### config.mk
export PLATFORM = sky130hd
export DESIGN_NAME = uart_rx_fsm
export DESIGN_NICKNAME = d
export VERILOG_FILES = /design/src/rtl/uart_rx_fsm.sv
export SDC_FILE = /design/constraint.sdc
export NUM_CORES = 1
export LEC_CHECK = 0
export CELL_PAD_IN_SITES_DETAIL_PLACEMENT = 0
export CELL_PAD_IN_SITES_GLOBAL_PLACEMENT = 2
export CORE_AREA = 2 2 82 84
export DETAILED_ROUTE_END_ITERATION = 8
export DIE_AREA = 0 0 84 86
export DONT_BUFFER_PORTS = 1
export GPL_TIMING_DRIVEN = 0
export MAX_ROUTING_LAYER = met4
export PLACE_DENSITY_LB_ADDON = 0.1
export SYNTH_ARGS = -nofsm -noshare
export SYNTH_HDL_FRONTEND = slang
export SYNTH_SLANG_ARGS = --single-unit
### constraint.sdc
create_clock -name CLK -period 2.86 [get_ports CLK]
set_clock_uncertainty 0.2 [all_clocks]
set_input_delay 0.572 -clock CLK [delete_from_list [all_inputs] [get_ports CLK]]
set_output_delay 0.572 -clock CLK [all_outputs]
set_load 0.01 [all_outputs]
### src/rtl/uart_rx_fsm.sv
// UART receive frame controller: start detect, majority-vote bit sampling,
// deserialisation, parity/stop checking, registered byte and error strobes.
module uart_rx_fsm #(
   parameter int DATA_WIDTH = 8
) (
   input  logic                  CLK,
   input  logic                  RST,
   input  logic                  RX_IN,
   input  logic                  PAR_EN,
   input  logic                  PAR_TYP,
   input  logic [5:0]            Prescale,
   output logic [DATA_WIDTH-1:0] P_DATA,
   output logic                  data_valid,
   output logic                  par_err,
   output logic                  stp_err
);

   localparam int BW = (DATA_WIDTH > 1) ? $clog2(DATA_WIDTH) : 1;
   localparam logic [BW-1:0] LAST = BW'(DATA_WIDTH - 1);

   typedef enum logic [2:0] {
      IDLE, START, DATA, PARITY, STOP
   } state_t;

   state_t state, nxt;

   logic [5:0]            p_q;
   logic                  pe_q;
   logic                  pt_q;
   logic [5:0]            edge_cnt;
   logic [BW-1:0]         bit_cnt;
   logic [1:0]            smp;
   logic                  bit_q;
   logic [DATA_WIDTH-1:0] shreg;
   logic                  par_bad;

   logic [5:0] half;
   logic       bit_end;
   logic       smp_early;
   logic       smp_mid;
   logic       maj;

   logic vld_d, perr_d, serr_d;
   logic vld_p, perr_p, serr_p;

   assign half      = {1'b0, p_q[5:1]};
   assign bit_end   = (edge_cnt == p_q - 6'd1);
   assign smp_early = (edge_cnt == half - 6'd2) || (edge_cnt == half - 6'd1);
   assign smp_mid   = (edge_cnt == half);
   assign maj       = (smp[1] & smp[0]) | (smp[1] & RX_IN) | (smp[0] & RX_IN);

   always_ff @(posedge CLK) begin
      if (RST) state <= IDLE;
      else     state <= nxt;
   end

   always_comb begin
      nxt = state;
      unique case (state)
         IDLE:   if (!RX_IN) nxt = START;
         START:  if (bit_end) nxt = bit_q ? IDLE : DATA;
         DATA:   if (bit_end && bit_cnt == LAST) nxt = pe_q ? PARITY : STOP;
         PARITY: if (bit_end) nxt = STOP;
         STOP:   if (bit_end) nxt = IDLE;
         default: nxt = IDLE;
      endcase
   end

   // Stop-bit failure and parity failure are reported independently
   always_comb begin
      vld_d  = 1'b0;
      perr_d = 1'b0;
      serr_d = 1'b0;
      if (state == STOP && bit_end) begin
         serr_d = ~bit_q;
         perr_d = par_bad;
         vld_d  = bit_q & ~par_bad;
      end
   end

   always_ff @(posedge CLK) begin
      if (RST) begin
         p_q        <= '0;
         pe_q       <= 1'b0;
         pt_q       <= 1'b0;
         edge_cnt   <= '0;
         bit_cnt    <= '0;
         smp        <= '0;
         bit_q      <= 1'b1;
         shreg      <= '0;
         par_bad    <= 1'b0;
         vld_p      <= 1'b0;
         perr_p     <= 1'b0;
         serr_p     <= 1'b0;
         P_DATA     <= '0;
         data_valid <= 1'b0;
         par_err    <= 1'b0;
         stp_err    <= 1'b0;
      end else begin
         if (state == IDLE) begin
            edge_cnt <= '0;
            if (!RX_IN) begin
               p_q     <= Prescale;
               pe_q    <= PAR_EN;
               pt_q    <= PAR_TYP;
               par_bad <= 1'b0;
            end
         end else if (bit_end) begin
            edge_cnt <= '0;
         end else begin
            edge_cnt <= edge_cnt + 6'd1;
         end

         if (state != DATA)
            bit_cnt <= '0;
         else if (bit_end)
            bit_cnt <= (bit_cnt == LAST) ? '0 : bit_cnt + 1'b1;

         if (state != IDLE) begin
            if (smp_early) smp <= {smp[0], RX_IN};
            if (smp_mid)   bit_q <= maj;
         end

         if (state == DATA && bit_end)
            shreg <= {bit_q, shreg[DATA_WIDTH-1:1]};

         if (state == PARITY && bit_end)
            par_bad <= bit_q ^ (^shreg) ^ pt_q;

         vld_p      <= vld_d;
         perr_p     <= perr_d;
         serr_p     <= serr_d;
         data_valid <= vld_p;
         par_err    <= perr_p;
         stp_err    <= serr_p;
         if (vld_p) P_DATA <= shreg;
      end
   end

endmodule

==> summary.md, run 1 <==
| Metric | Value |
|---|---|
| Status | completed |
| Post-synth EDFFs | 0 |
| Max-slew violation count | 0 |
| Final period util | 92.37% |
| Avg Inst Size Synth | 9.421 um^2 |
| CTS max path bufs | 2 |
| Initial antenna violation count | 0 |
| WL/cell | 15.47 um |
| Top cells by area, synth | dfxtp_1 38%, mux2i_1 10%, xnor2_1 9.8% |
| Post-CTS resize count | 0 |
| CTS buffer count | 5 |
| Initial Util | 38.27% |
| YS warnings | 0 |
| Number of I/O pins | 22 |
| Root buffer cell | clkbuf_8 |
| WP buf/inv | 1 |
| Worst hold start | Prescale[3] |
| Critical path peak fanout | 9 |
| Final Cell Area | 0.002611 mm^2 |
| Rows | 29 |
| CP Launch Type | flip-flop |
| Final Hold Viols | 0 |
| Mapped Area | 0.002402 mm^2 |
| Die area | 0.007224 mm^2 |
| Crit-path max cell delay | 550 ps |
| GR Util All Layers | 16.40% |
| Synth unique cells | 46 |
| DP Area | 0.002499 mm^2 |
| Max frequency | 378.6 MHz |
| Final HPWL DP | 3870 um |
| #FFs+latches synth | 46 |
| H-tree depth | 2 |
| Worst path slowest cell | nor3_1 |
| I/O Buffers | 0 |
| Synth top area share | 38.33% |
| Worst EP arrival | 2670 ps |
| Vias in the first global route | 1753 |
| CTS Sinks | 46 |
| Grt total ovfl | 0 |
| Hold endpoint | p_q[3]$_SDFFE_PP0P_ |
| Clk slew on worst S/H paths | 90 ps |
| Crit end category | flip-flop |
| Async set-reset flop share out of synthesis | 0% |
| Final hold slack | 209.0 ps |
| Setup-failing EPs final | 0 |
| GPL Wtd Cong | 0.7835 |
| Layout cell share with drive strength beyond 1 | 7.985% |
| DRT Pass-1 Iters | 4 |
| Pleak | 0.9520 nW |
| Post-CTS Setup Inserts | 0 |
| Total number of vias | 1706 |
| Worst skew pair latency | 300 ps |
| Yosys top cell by area | dfxtp_1 |
| Hold Path Class | primary input to flip-flop |
| CTS tree | built |
| Top-count cell post-synth | dfxtp_1 |
| First-pass GRT wire length | 9080 um |
| Hold depth | 2 |
| Synthesis-to-finish area growth | 8.698% |
| Worst reg2reg endpoint | shreg[2]$_SDFFE_PP0P_ |
| Unrepaired setup endpoints after global routing | false |
| Ys flop type | dfxtp_1 |
| Mapped Cells | 255 |
| Crit Path Class | flip-flop to flip-flop |
| Via-to-Cell Ratio | 5.018 |
| Worst-path cell chain | inv_1, ha_1, xnor2_1, nor3_2, o211ai_2, nor3_1, mux2i_1 |
| Worst r2r path cells | 7 |
| Filler instances | 619 |
| Die Y | 86 um |
| Remaining DRCs | 0 |
| # diodes | 0 |
| Worst slew margin | 30.91% |
| Largest net degree at the start of global routing | 16 |
| Final net count | 281 |
| Final worst slack | 218.3 ps |
| Synth cell count leaders | 46 x dfxtp_1, 27 x xnor2_1, 26 x nor2_1 |
| Sequential share of the synthesized area | 38.33% |
| Crit path time final | 2642 ps |
| Maxcap violations | 0 |
| Worst slew pin tran | 1027 ps |
| Fin Setup TNS | 0 ps |
| Post-Syn Nets | 274 |
| Core area | 0.006277 mm^2 |
| Final WL | 5260 um |
| DRC violation total after the first TritonRoute iteration | 68 |
| Max IR drop VDD | 0.2616 mV |
| Place WS | 263.4 ps |
| WP data required | 2890 ps |
| Critical R2R Launch | p_q[1]$_SDFFE_PP0P_ |
| Reg-to-reg slack, setup | 220 ps |
| Pwr dens | 524.0 mW/mm^2 |
| Die extent in x | 84 um |
| Hold-fix buffers, CTS | 0 |
| Post-route ant nets | 0 |
| CP top delay family | simple AND/OR/NAND/NOR gates |
## how the worst max path moves through the flow
stage / from / to / cells after the start
after floorplan: p_q[1]$_SDFFE_PP0P_ / shreg[4]$_SDFFE_PP0P_ / 8
after global placement: p_q[1]$_SDFFE_PP0P_ / shreg[2]$_SDFFE_PP0P_ / 7
after detailed placement: p_q[1]$_SDFFE_PP0P_ / shreg[2]$_SDFFE_PP0P_ / 7
after CTS: p_q[1]$_SDFFE_PP0P_ / shreg[2]$_SDFFE_PP0P_ / 7
after global routing: p_q[1]$_SDFFE_PP0P_ / shreg[7]$_SDFFE_PP0P_ / 7
final: p_q[1]$_SDFFE_PP0P_ / shreg[2]$_SDFFE_PP0P_ / 7
## power by group
part	switching [mW]	internal (mW)	leakage [nW]	total (mW)
Clock	0.233	0.262	0.0585	0.495
Sequential	0.0173	0.653	0.372	0.671
Combinational	0.117	0.0856	0.521	0.203
Total	0.367	1.00	0.952	1.37
## metal layers
metal  part of all wire [%]  track usage, %  wire, um  vias to the layer above
li1                       -               -         -                      897
met4                    1.1           3.959        58                        0
met5                      0               -         0                        -
met1                     53           22.78      2813                      782
met3                    2.5           3.080       133                        5
met2                     43           24.80      2255                       22
## kinds of logic (layout without fill, tap and decap cells)
group,count (synthesis),after routing,synth area share (%)
xor+xnor,36,36,13.75
buf+inv,19,27,3.749
fa+ha+maj,9,9,4.584
compound gates,24,24,6.354
flops,46,46,38.33
mux,25,25,10.42
simple gates,96,96,22.81
## layout make-up
cell class                      instances  area (um^2)  area share, %
Sequential cell                        46        920.9          35.27
Multi-Input combinational cell        190         1391          53.28
Inverter                                4        15.01         0.5750
Clock inverter                          3        43.79          1.677
Clock buffer                            5        68.82          2.635
Buffer                                 15        75.07          2.875
Tap cell                               77        96.34          3.690
## flip-flops by register name (all words and copies together) (netlist names)
signal / count
P_DATA: 8
bit_cnt: 3
bit_q: 1
data_valid: 1
edge_cnt: 6
p_q: 6
par_bad: 1
par_err: 1
pe_q: 1
perr_p: 1
pt_q: 1
serr_p: 1
shreg: 8
smp: 2
state: 3
stp_err: 1
vld_p: 1
## cell usage in the layout (no fill, tap or decap), drive strengths merged, types with 9 or more instances in the layout
cell type  netlist  layout
a21oi            9       9
nor2            26      26
dfxtp           46      46
nor4             9       9
clkbuf          10      15
mux2i           25      25
xnor2           27      27
nand2b          18      18
## metrics by stage
step / cells / power [mW] / util [%]
6_report: 340 / 1.368 / 41.60
5_1_grt: 340 / 1.444 / 41.60
4_1_cts: 340 / 1.393 / 41.60
3_5_place_dp: 332 / 0.8897 / 39.80
3_3_place_gp: 332 / 0.8902 / 39.80
2_1_floorplan: 255 / 0.8442 / -
No activity file was read; power rests on OpenSTA's default activity.
==> run 2, diff against run 1 <==
Settings changed: CORE_AREA 2 2 82 84 to 2 2 63 109, DIE_AREA 0 0 84 86 to 0 0 65 111.
==> run 2 against run 1 <==
Net effect:
- cell count increased by 1.5%
- clock power increased by 55%
- register-to-register slack improved by 50 ps
- via count increased by 2.9%
- core utilization increased by 0.82 points
- combinational power increased by 3%
- wire length increased by 11%
- largest cell class unchanged
- largest power group is now clock
==> summary.md, run 2 (synthesis results as in run 1) <==
| Metric | Value |
|---|---|
| Status | completed |
| Layout cell share with drive strength beyond 1 | 8.365% (+0.38 points) |
| Initial Util | 37.58% (-0.69 points) |
| Pwr dens | 608.2 mW/mm^2 (+16%) |
| Crit path time final | 2596 ps (-45.58 ps) |
| Max IR drop VDD | 0.3968 mV (+52%) |
| Via-to-Cell Ratio | 5.087 (+1.4%) |
| Max-slew violation count | 0 (unchanged) |
| Final hold slack | 228.4 ps (+19.42 ps) |
| I/O Buffers | 0 (unchanged) |
| CTS tree | built |
| H-tree depth | 2 (unchanged) |
| Hold Path Class | primary input to flip-flop |
| Critical path peak fanout | 9 (unchanged) |
| Non-filler cells, final | 345 (+1.5%) |
| Hold-fix buffers, CTS | 0 (unchanged) |
| Post-placement cell count | 337 (+1.5%) |
| Crit Path Class | flip-flop to flip-flop |
| Worst slew margin | 18.86% (-12 points) |
| Most frequent cells in the layout | 46 x dfxtp_1, 27 x xnor2_1, 26 x nor2_1, 25 x mux2i_1, 18 x nand2b_1 |
| DRC violation total after the first TritonRoute iteration | 62 (-8.8%) |
| Reg-to-reg slack, setup | 260 ps (+50 ps) |
| CTS max path bufs | 2 (unchanged) |
| Crit end category | flip-flop |
| Rows | 39 (+34%) |
| Most common cell after layout, fill and taps aside | dfxtp_1 |
| Die Y | 111 um (+29%) |
| DRT Pass-1 Iters | 4 (unchanged) |
| Vias in the first global route | 1882 (+7.4%) |
| CP Launch Type | flip-flop |
| Fin Setup TNS | 0 ps (unchanged) |
| Core area | 0.006392 mm^2 (+1.8%) |
| Worst slew pin tran | 1206 ps (+179.2 ps) |
| Final HPWL DP | 4432 um (+15%) |
| Final period util | 90.77% (-1.6 points) |
| # diodes | 0 (unchanged) |
| Multi-input combinational cell area | 0.001399 mm^2 (+0.54%) |
| Flip-flop and latch area | 920.9 um^2 (unchanged) |
| Largest regs | P_DATA: 8 flops, shreg: 8 flops |
| GPL Wtd Cong | 0.7827 (-0.10%) |
| Largest net degree at the start of global routing | 15 (-1) |
| Setup-failing EPs final | 0 (unchanged) |
| Clk slew on worst S/H paths | 60 ps (-30 ps) |
| Final net count | 281 (unchanged) |
| Pleak | 0.9925 nW (+4.3%) |
| Number of I/O pins | 22 (unchanged) |
| Initial antenna violation count | 0 (unchanged) |
| Remaining DRCs | 0 (unchanged) |
| Unrepaired setup endpoints after global routing | false |
| Final core occ | 42.42% (+0.82 points) |
| Post-route ant nets | 0 (unchanged) |
| Grt total ovfl | 0 (unchanged) |
| Total number of vias | 1755 (+2.9%) |
| GR Util All Layers | 18.37% (+2.0 points) |
| CTS buffer count | 5 (unchanged) |
| Die extent in x | 65 um (-23%) |
| Final Hold Viols | 0 (unchanged) |
| WP data required | 2870 ps (-20 ps) |
| Worst EP arrival | 2610 ps (-60 ps) |
| First-pass GRT wire length | 9570 um (+5.4%) |
| Maxcap violations | 0 (unchanged) |
| Max frequency | 385.2 MHz (+1.8%) |
| Die area | 0.007215 mm^2 (-0.12%) |
| Synthesis-to-finish area growth | 12.86% |
| WL/cell | 16.89 um (+9.2%) |
| CTS Sinks | 46 (unchanged) |
| Final WL | 5828 um (+11%) |
| Filler instances | 681 (+10%) |
| Worst skew pair latency | 290 ps (about the same) |
| Root buffer cell | clkbuf_16 |
[run 2: through the flow]
stage / worst slack, ps / area (um^2) / power [mW]
2_1_floorplan: 673.3 / 2402 / 0.8442
3_5_place_dp: 187.2 / 2505 / 0.8958
5_1_grt: 28.89 / 2711 / 1.721
4_1_cts: 201.4 / 2704 / 1.673
3_3_place_gp: 121.2 / 2505 / 0.8980
6_report: 263.9 / 2711 / 1.649
[run 2: final timing paths]
| kind | from | to | cells past startpoint |
|---|---|---|---|
| setup / recovery | p_q[1]$_SDFFE_PP0P_ | shreg[3]$_SDFFE_PP0P_ | 7 |
| setup reg to reg | p_q[1]$_SDFFE_PP0P_ | shreg[3]$_SDFFE_PP0P_ | 7 |
| hold reg to reg | serr_p$_SDFF_PP0_ | stp_err$_SDFF_PP0_ | 1 |
| hold / removal | Prescale[3] | p_q[3]$_SDFFE_PP0P_ | 2 |
[run 2: critical path, cell delays in order, from the launching register on]
cell and delay [ps]:
dfxtp_1 410, inv_1 140, ha_1 270, a21boi_0 150, xnor2_1 280, o211ai_2 260
nor3_1 570, mux2i_1 250
[run 2: final cells by class]
type                       instances  area share [%]
multi-input combinational        190           51.59
sequential                        46           33.96
clock buffer                       6           5.122
tap                               82           3.784
buffer                            15           2.769
clock inverter                     2           2.215
inverter                           4          0.5538
[run 2: per-layer routing]
layer  wire length [um]  track usage [%]  part of all wire (%)  vias to the layer above
met5                  0                -                     0                        -
met4                150            7.943                   2.6                        0
met3                189            3.553                   3.2                        8
met2               3294            34.57                    57                       23
met1               2193            17.34                    38                      837
li1                   -                -                     -                      887
[run 2: power by group]
group	leakage, nW	switching, mW	internal (mW)
Combinational	0.523	0.122	0.0869
Sequential	0.372	0.0193	0.654
Clock	0.0971	0.242	0.524
[run 2: repair_timing]
| action | 4_1_cts | 5_1_grt |
|---|---|---|
| gates resized for setup | 0 | 1 |
| buffers inserted | 0 | 0 |
| endpoints found under the setup margin | 0 | 7 |
